<file path="config.mk">
export PLATFORM = sky130hd
export DESIGN_NAME = cache_page_ctrl
export DESIGN_NICKNAME = d
export VERILOG_FILES = /design/src/rtl/cache_pkg.sv /design/src/rtl/cache_lru.sv /design/src/rtl/cache_page_ctrl.sv
export SDC_FILE = /design/constraint.sdc
export NUM_CORES = 1
export LEC_CHECK = 0
export CELL_PAD_IN_SITES_DETAIL_PLACEMENT = 0
export CELL_PAD_IN_SITES_GLOBAL_PLACEMENT = 1
export CORE_UTILIZATION = 45
export DETAILED_ROUTE_END_ITERATION = 16
export MAX_ROUTING_LAYER = met4
export PLACE_DENSITY_LB_ADDON = 0.1
export SYNTH_ARGS = -nofsm -noshare
export SYNTH_HDL_FRONTEND = slang
export SYNTH_HIERARCHICAL = 1
export SYNTH_SLANG_ARGS = --single-unit
</file>
<file path="constraint.sdc">
create_clock -name fpga -period 4.2 [get_ports fpga]
set_input_delay 0.84 -clock fpga [delete_from_list [all_inputs] [get_ports fpga]]
set_output_delay 0.84 -clock fpga [all_outputs]
set_load 0.005 [all_outputs]
</file>
<file path="src/rtl/cache_pkg.sv">
// cache_pkg: shared types, widths and helpers for the page cache controller.
package cache_pkg;
    localparam int ADDR_W = 24;
    // Tag field sized for the smallest page (PAGE_BITS = 8); larger pages leave upper bits zero.
    localparam int PAGE_BITS_MIN = 8;
    localparam int TAG_MAX = ADDR_W - PAGE_BITS_MIN;
    typedef enum logic [1:0] {IDLE, LOOKUP, MISS} state_t;
    typedef struct packed {
        logic               valid;
        logic [TAG_MAX-1:0] tag;
    } page_entry_t;
    function automatic int clog2(input int n);
        int r;
        r = 0;
        while ((1 << r) < n) r++;
        return r;
    endfunction
endpackage

</file>
<file path="src/rtl/cache_lru.sv">
// cache_lru: age-based LRU tracker; ages stay a permutation of 0..NUM_PAGES-1.
module cache_lru import cache_pkg::*; #(
    parameter int NUM_PAGES = 4,
    localparam int PW = clog2(NUM_PAGES)
) (
    input  logic          fpga,
    input  logic          rst,
    input  logic          touch,
    input  logic [PW-1:0] touch_idx,
    output logic [PW-1:0] victim
);
    logic [PW-1:0] age [NUM_PAGES];

    always_ff @(posedge fpga or posedge rst) begin
        if (rst) begin
            for (int i = 0; i < NUM_PAGES; i++) age[i] <= PW'(i);
        end else if (touch) begin
            for (int i = 0; i < NUM_PAGES; i++)
                age[i] <= (PW'(i) == touch_idx) ? '0 :
                          (age[i] < age[touch_idx]) ? age[i] + 1'b1 : age[i];
        end
    end

    always_comb begin
        victim = '0;
        for (int i = 0; i < NUM_PAGES; i++)
            if (age[i] == PW'(NUM_PAGES - 1)) victim = PW'(i);
    end
endmodule

</file>
<file path="src/rtl/cache_page_ctrl.sv">
// cache_page_ctrl: 65C816 bus snooper with fully-associative LRU page table and fill requests.
// Optional hit/miss statistics counters are enabled by defining CACHE_PAGE_STATS_EN.
module cache_page_ctrl import cache_pkg::*; #(
    parameter int NUM_PAGES = 4,
    parameter int PAGE_BITS = 16,
    parameter int SYNC_STAGES = 2,
    localparam int PW = clog2(NUM_PAGES)
) (
    input  logic              fpga,
    input  logic              rst,
    input  logic [15:0]       a,
    input  logic [7:0]        d,
    input  logic              phi2,
    output logic              hit,
    output logic [PW-1:0]     hit_page,
    output logic              miss_req,
    output logic [ADDR_W-1:0] miss_addr,
    output logic [PW-1:0]     miss_page,
    input  logic              miss_ack,
    output logic              fill_done,
    output logic              overrun
`ifdef CACHE_PAGE_STATS_EN
    ,
    input  logic              stats_clr,
    output logic [31:0]       hit_count,
    output logic [31:0]       miss_count
`endif
);
    logic [SYNC_STAGES-1:0] phi2_sync;
    logic [15:0]            a_sync [SYNC_STAGES];
    logic [7:0]             d_sync [SYNC_STAGES];
    logic                   phi2_prev;
    logic [15:0]            a_prev;
    logic [7:0]             d_prev;
    logic [ADDR_W-1:0]      addr_q;
    logic                   phi2_rise;
    state_t                 state, state_n;
    page_entry_t            tbl [NUM_PAGES];
    logic [TAG_MAX-1:0]     tag_q;
    logic                   hit_any, inv_any;
    logic [PW-1:0]          hit_idx, inv_idx, lru_victim, victim;
    logic                   hit_n, fill_n, ovr_n, touch;
    logic [PW-1:0]          page_n, touch_idx;

    // Bus bytes are taken one stage behind the phi2 edge so the bank is the last phi2-low value.
    always_ff @(posedge fpga or posedge rst) begin
        if (rst) begin
            phi2_sync <= '0;
            for (int i = 0; i < SYNC_STAGES; i++) begin
                a_sync[i] <= '0;
                d_sync[i] <= '0;
            end
            phi2_prev <= 1'b0;
            a_prev    <= '0;
            d_prev    <= '0;
            addr_q    <= '0;
        end else begin
            phi2_sync <= {phi2_sync[SYNC_STAGES-2:0], phi2};
            a_sync[0] <= a;
            d_sync[0] <= d;
            for (int i = 1; i < SYNC_STAGES; i++) begin
                a_sync[i] <= a_sync[i-1];
                d_sync[i] <= d_sync[i-1];
            end
            phi2_prev <= phi2_sync[SYNC_STAGES-1];
            a_prev    <= a_sync[SYNC_STAGES-1];
            d_prev    <= d_sync[SYNC_STAGES-1];
            if (phi2_rise && state == IDLE) addr_q <= {d_prev, a_prev};
        end
    end

    assign phi2_rise = phi2_sync[SYNC_STAGES-1] & ~phi2_prev;
    assign tag_q     = TAG_MAX'(addr_q >> PAGE_BITS);

    always_comb begin
        hit_any = 1'b0;
        hit_idx = '0;
        inv_any = 1'b0;
        inv_idx = '0;
        for (int i = NUM_PAGES - 1; i >= 0; i--) begin
            if (tbl[i].valid && tbl[i].tag == tag_q) begin
                hit_any = 1'b1;
                hit_idx = PW'(i);
            end
            if (!tbl[i].valid) begin
                inv_any = 1'b1;
                inv_idx = PW'(i);
            end
        end
    end

    assign victim = inv_any ? inv_idx : lru_victim;

    cache_lru #(.NUM_PAGES(NUM_PAGES)) u_lru (
        .fpga(fpga), .rst(rst), .touch(touch), .touch_idx(touch_idx), .victim(lru_victim)
    );

    always_comb begin
        state_n   = state;
        hit_n     = 1'b0;
        fill_n    = 1'b0;
        ovr_n     = phi2_rise && state != IDLE;
        page_n    = hit_page;
        touch     = 1'b0;
        touch_idx = hit_idx;
        case (state)
            IDLE:    state_n = phi2_rise ? LOOKUP : IDLE;
            LOOKUP: begin
                state_n = hit_any ? IDLE : MISS;
                hit_n   = hit_any;
                touch   = hit_any;
                page_n  = hit_any ? hit_idx : hit_page;
            end
            MISS: begin
                state_n   = miss_ack ? IDLE : MISS;
                fill_n    = miss_ack;
                touch     = miss_ack;
                touch_idx = miss_page;
                page_n    = miss_ack ? miss_page : hit_page;
            end
            default: state_n = IDLE;
        endcase
    end

    always_ff @(posedge fpga or posedge rst) begin
        if (rst) begin
            state     <= IDLE;
            hit       <= 1'b0;
            hit_page  <= '0;
            fill_done <= 1'b0;
            overrun   <= 1'b0;
            miss_addr <= '0;
            miss_page <= '0;
            for (int i = 0; i < NUM_PAGES; i++) tbl[i] <= '0;
        end else begin
            state     <= state_n;
            hit       <= hit_n;
            hit_page  <= page_n;
            fill_done <= fill_n;
            overrun   <= ovr_n;
            if (state == LOOKUP && !hit_any) begin
                miss_addr <= (addr_q >> PAGE_BITS) << PAGE_BITS;
                miss_page <= victim;
            end
            if (fill_n) tbl[miss_page] <= '{valid: 1'b1, tag: tag_q};
        end
    end

    assign miss_req = state == MISS;

`ifdef CACHE_PAGE_STATS_EN
    always_ff @(posedge fpga or posedge rst) begin
        if (rst || stats_clr) begin
            hit_count  <= '0;
            miss_count <= '0;
        end else begin
            if (hit_n && !(&hit_count)) hit_count <= hit_count + 1'b1;
            if (state == LOOKUP && !hit_any && !(&miss_count)) miss_count <= miss_count + 1'b1;
        end
    end
`endif
endmodule

</file>
==> results.yml <==
clock_tree:
  ctsResizeCount: 0
  h-tree-depth: 3
  cts-buffers-inserted: 9
  cts_buffer_depth: 2
  cts-root-buf: "clkbuf_8"
  post-cts-setup-buffer-count: 0
  clkSinkCount: 96
  clkLatencyLatePin_ns: 0.36
  cts_hold_buf: 0
  cts_tree: "yes"
  path_clk_slew_ns: 0.10
die:
  die-area_um2: 10250
  rows: 35
  core_area_um2: 9371
  start_util_pct: 47.28
  ios: 60
  die_w_um: 101.2
  dieHeight_um: 101.2
timing:
  finalClockSkew_ns: 0.01073
  slew_headroom_pct: 53.42
  max_freq_mhz: 284.5
  tns_ns: 0
  drv_slew: 0
  worstMarginPinSlew_ns: 0.6950
  finalHoldViolations: 0
  rsz0062_at_grt: "false"
  layout_min_cycle_time_ns: 3.515
  finalCritPeriodShare_pct: 83.69
  setup_viol: 0
setup_path:
  reg2reg_slack_ns: 0.68
  worstPathRequired_ns: 4.46
  critPathKind: "reg -> reg"
  crit_path_end_kind: "flop"
  crit_arrival_ns: 3.77
  cp_max_fo: 10
  reg2reg_depth: 11
  startpoint_type: "flop"
run_status:
  status: "finished clean"
routing:
  drcViolationCount: 0
  wl_per_cell_um: 14.71
  first_pass_iters: 4
  routed_wl_mm: 7.326
  first_iter_violations: 73
  drtAntennaViolNets: 0
  vias_per_cell: 4.974
  vias: 2477
finish:
  fin_area_um2: 4936
  layout_commonest_cell: "dfrtp_1"
  antenna_cells: 0
  area_delta_synth_final_pct: 11.41
  final_util_pct: 52.67
  fin_cells: 498
  layout.nets: 403
  final_cell_mix: "dfrtp_1 (92), mux2_2 (27), clkdlybuf4s50_1 (27), xnor2_1 (24), mux2_1 (17)"
  layout-drive-gt1-share_pct: 20.60
yosys:
  yosysTopAreaCellShare_pct: 51.96
  ys_ff_latch: 96
  synth_warnings: 6
  synth_ff_type: "dfrtp_1"
  yosysSeqAreaShare_pct: 54.33
  async_flop_share_pct: 100.0
  mappedNetlistArea_um2: 4430
  yosys.area.top_type: "dfrtp_1"
  synthCells: 334
  avgSynthCellArea_um2: 13.26
  synth-edff-count: 0
  synth_cell_type_count: 56
  synth.area.top_cells: "dfrtp_1 (52%), mux2_2 (6.9%), xnor2_1 (4.7%)"
placed_design:
  gp_congestion: 0.7516
  post_dp_cell_area_um2: 4751
  dpl.hpwl_mm: 5.182
  dp.cells: 482
  io_buffers: 27
grt:
  grt_pass1_wl_mm: 12.61
  grt-ovfl-total: 0
  globalRouteTotalUtil_pct: 16.85
  antenna_found_initial: 0
  grt_pass1_vias: 2514
  grt_max_degree: 55
power:
  irDropWorstVdd_v: 0.0003158
  p_leak_uw: 0.002172
  p_per_area_nw_per_um2: 564.5
hold_path:
  whs_path_depth: 0
  min_path_type: "reg -> reg"
run:
  drv_cap: 0
## worst paths after layout
path	from	to
min	d_sync[12]$_DFF_PP0_	d_sync[4]$_DFF_PP0_
max	addr_q[23]$_DFFE_PP0P_	u_lru/age[7]$_DFFE_PP0P_
max reg2reg	addr_q[23]$_DFFE_PP0P_	u_lru/age[7]$_DFFE_PP0P_
max in group asynchronous	rst	d_prev[4]$_DFF_PP0_
min reg2reg	d_sync[12]$_DFF_PP0_	d_sync[4]$_DFF_PP0_
min in group asynchronous	rst	u_lru/age[7]$_DFFE_PP0P_
## state kept, by name, summed over array words and instances (netlist names), 2 cells and up
register / cells
state: 2
phi2_sync: 2
tbl: 36
miss_page: 2
d_sync: 16
hit_page: 2
d_prev: 8
u_lru/age: 8
miss_addr: 8
addr_q: 8
## cells in the mapped netlist (2+ instances only)
master    instances
nand2_1          14
o21ai_0           6
mux2i_1           5
ha_1             11
nand3_1           5
nor3_2            2
or2_2             2
xnor2_1          24
dfstp_2           4
buf_6             3
dfrtp_1          92
a22oi_1           2
mux2_4            8
mux2_2           27
nand4_1           4
nor3b_1           5
clkbuf_1          4
o21a_1            4
a21oi_1           6
nor3_1            2
o311ai_0          2
mux2_1           17
buf_4            22
nand2b_1          7
nor2_1            5
xor2_1            8
inv_1            10
o31ai_2           2
nand3b_1          4
## per-stage QoR
stage	power [uW]	worst slack [ns]	hold WS, ns
global route	2981	0.4507	0.3658
floorplan	1999	0.9631	0.3312
finish	2786	0.6850	0.3566
CTS	2832	0.6819	0.3598
global placement	2225	0.7165	0.3321
detailed placement	2249	0.7056	0.3347
## worst max-delay path: stages (launching register included)
cell	delay (ns)
dfrtp_1	0.56
xor2_1	0.23
nor3_1	0.31
nand4_1	0.19
nor2b_4	0.19
o31ai_2	0.28
mux4_1	0.58
inv_1	0.15
ha_1	0.27
nor3b_1	0.24
o21ai_0	0.14
a22o_1	0.27
## final cells by class
| type | count | area (um^2) |
|---|---|---|
| fill | 848 | 4436 |
| sequential | 96 | 2407 |
| multi-input combinational | 212 | 1804 |
| clock buffer | 10 | 127.6 |
| inverter | 11 | 42.54 |
| clock inverter | 6 | 57.56 |
| tap | 129 | 161.4 |
| timing repair buffer | 34 | 335.3 |
## metal layers
layer	track usage (%)	part of all wire (%)	vias up	routed length (um)
met2	26.43	47	38	3415
met5	-	0	-	0
met4	5.017	1.0	0	73
met1	21.68	49	1263	3616
li1	-	-	1169	-
met3	4.141	3.0	7	220
## report_power, final
part | total (uW) | internal, uW | switching [uW]
combinational | 826 | 509 | 317
sequential | 1390 | 1170 | 218
clock | 573 | 231 | 342
total | 2790 | 1910 | 877
## kinds of logic (layout without fill, tap and decap cells)
kind of cell    after synthesis  in the layout  share of synthesized area [%]
buf+inv                      41             61                          6.213
fa+ha+maj                    11             11                          3.106
compound gates               32             32                          5.451
simple gates                 63             63                          8.868
flops                        96             96                          54.33
mux                          58             58                          15.62
other cells                   1             16                        0.08464
xor+xnor                     32             32                          6.326
(Power assumes the default switching activity.)
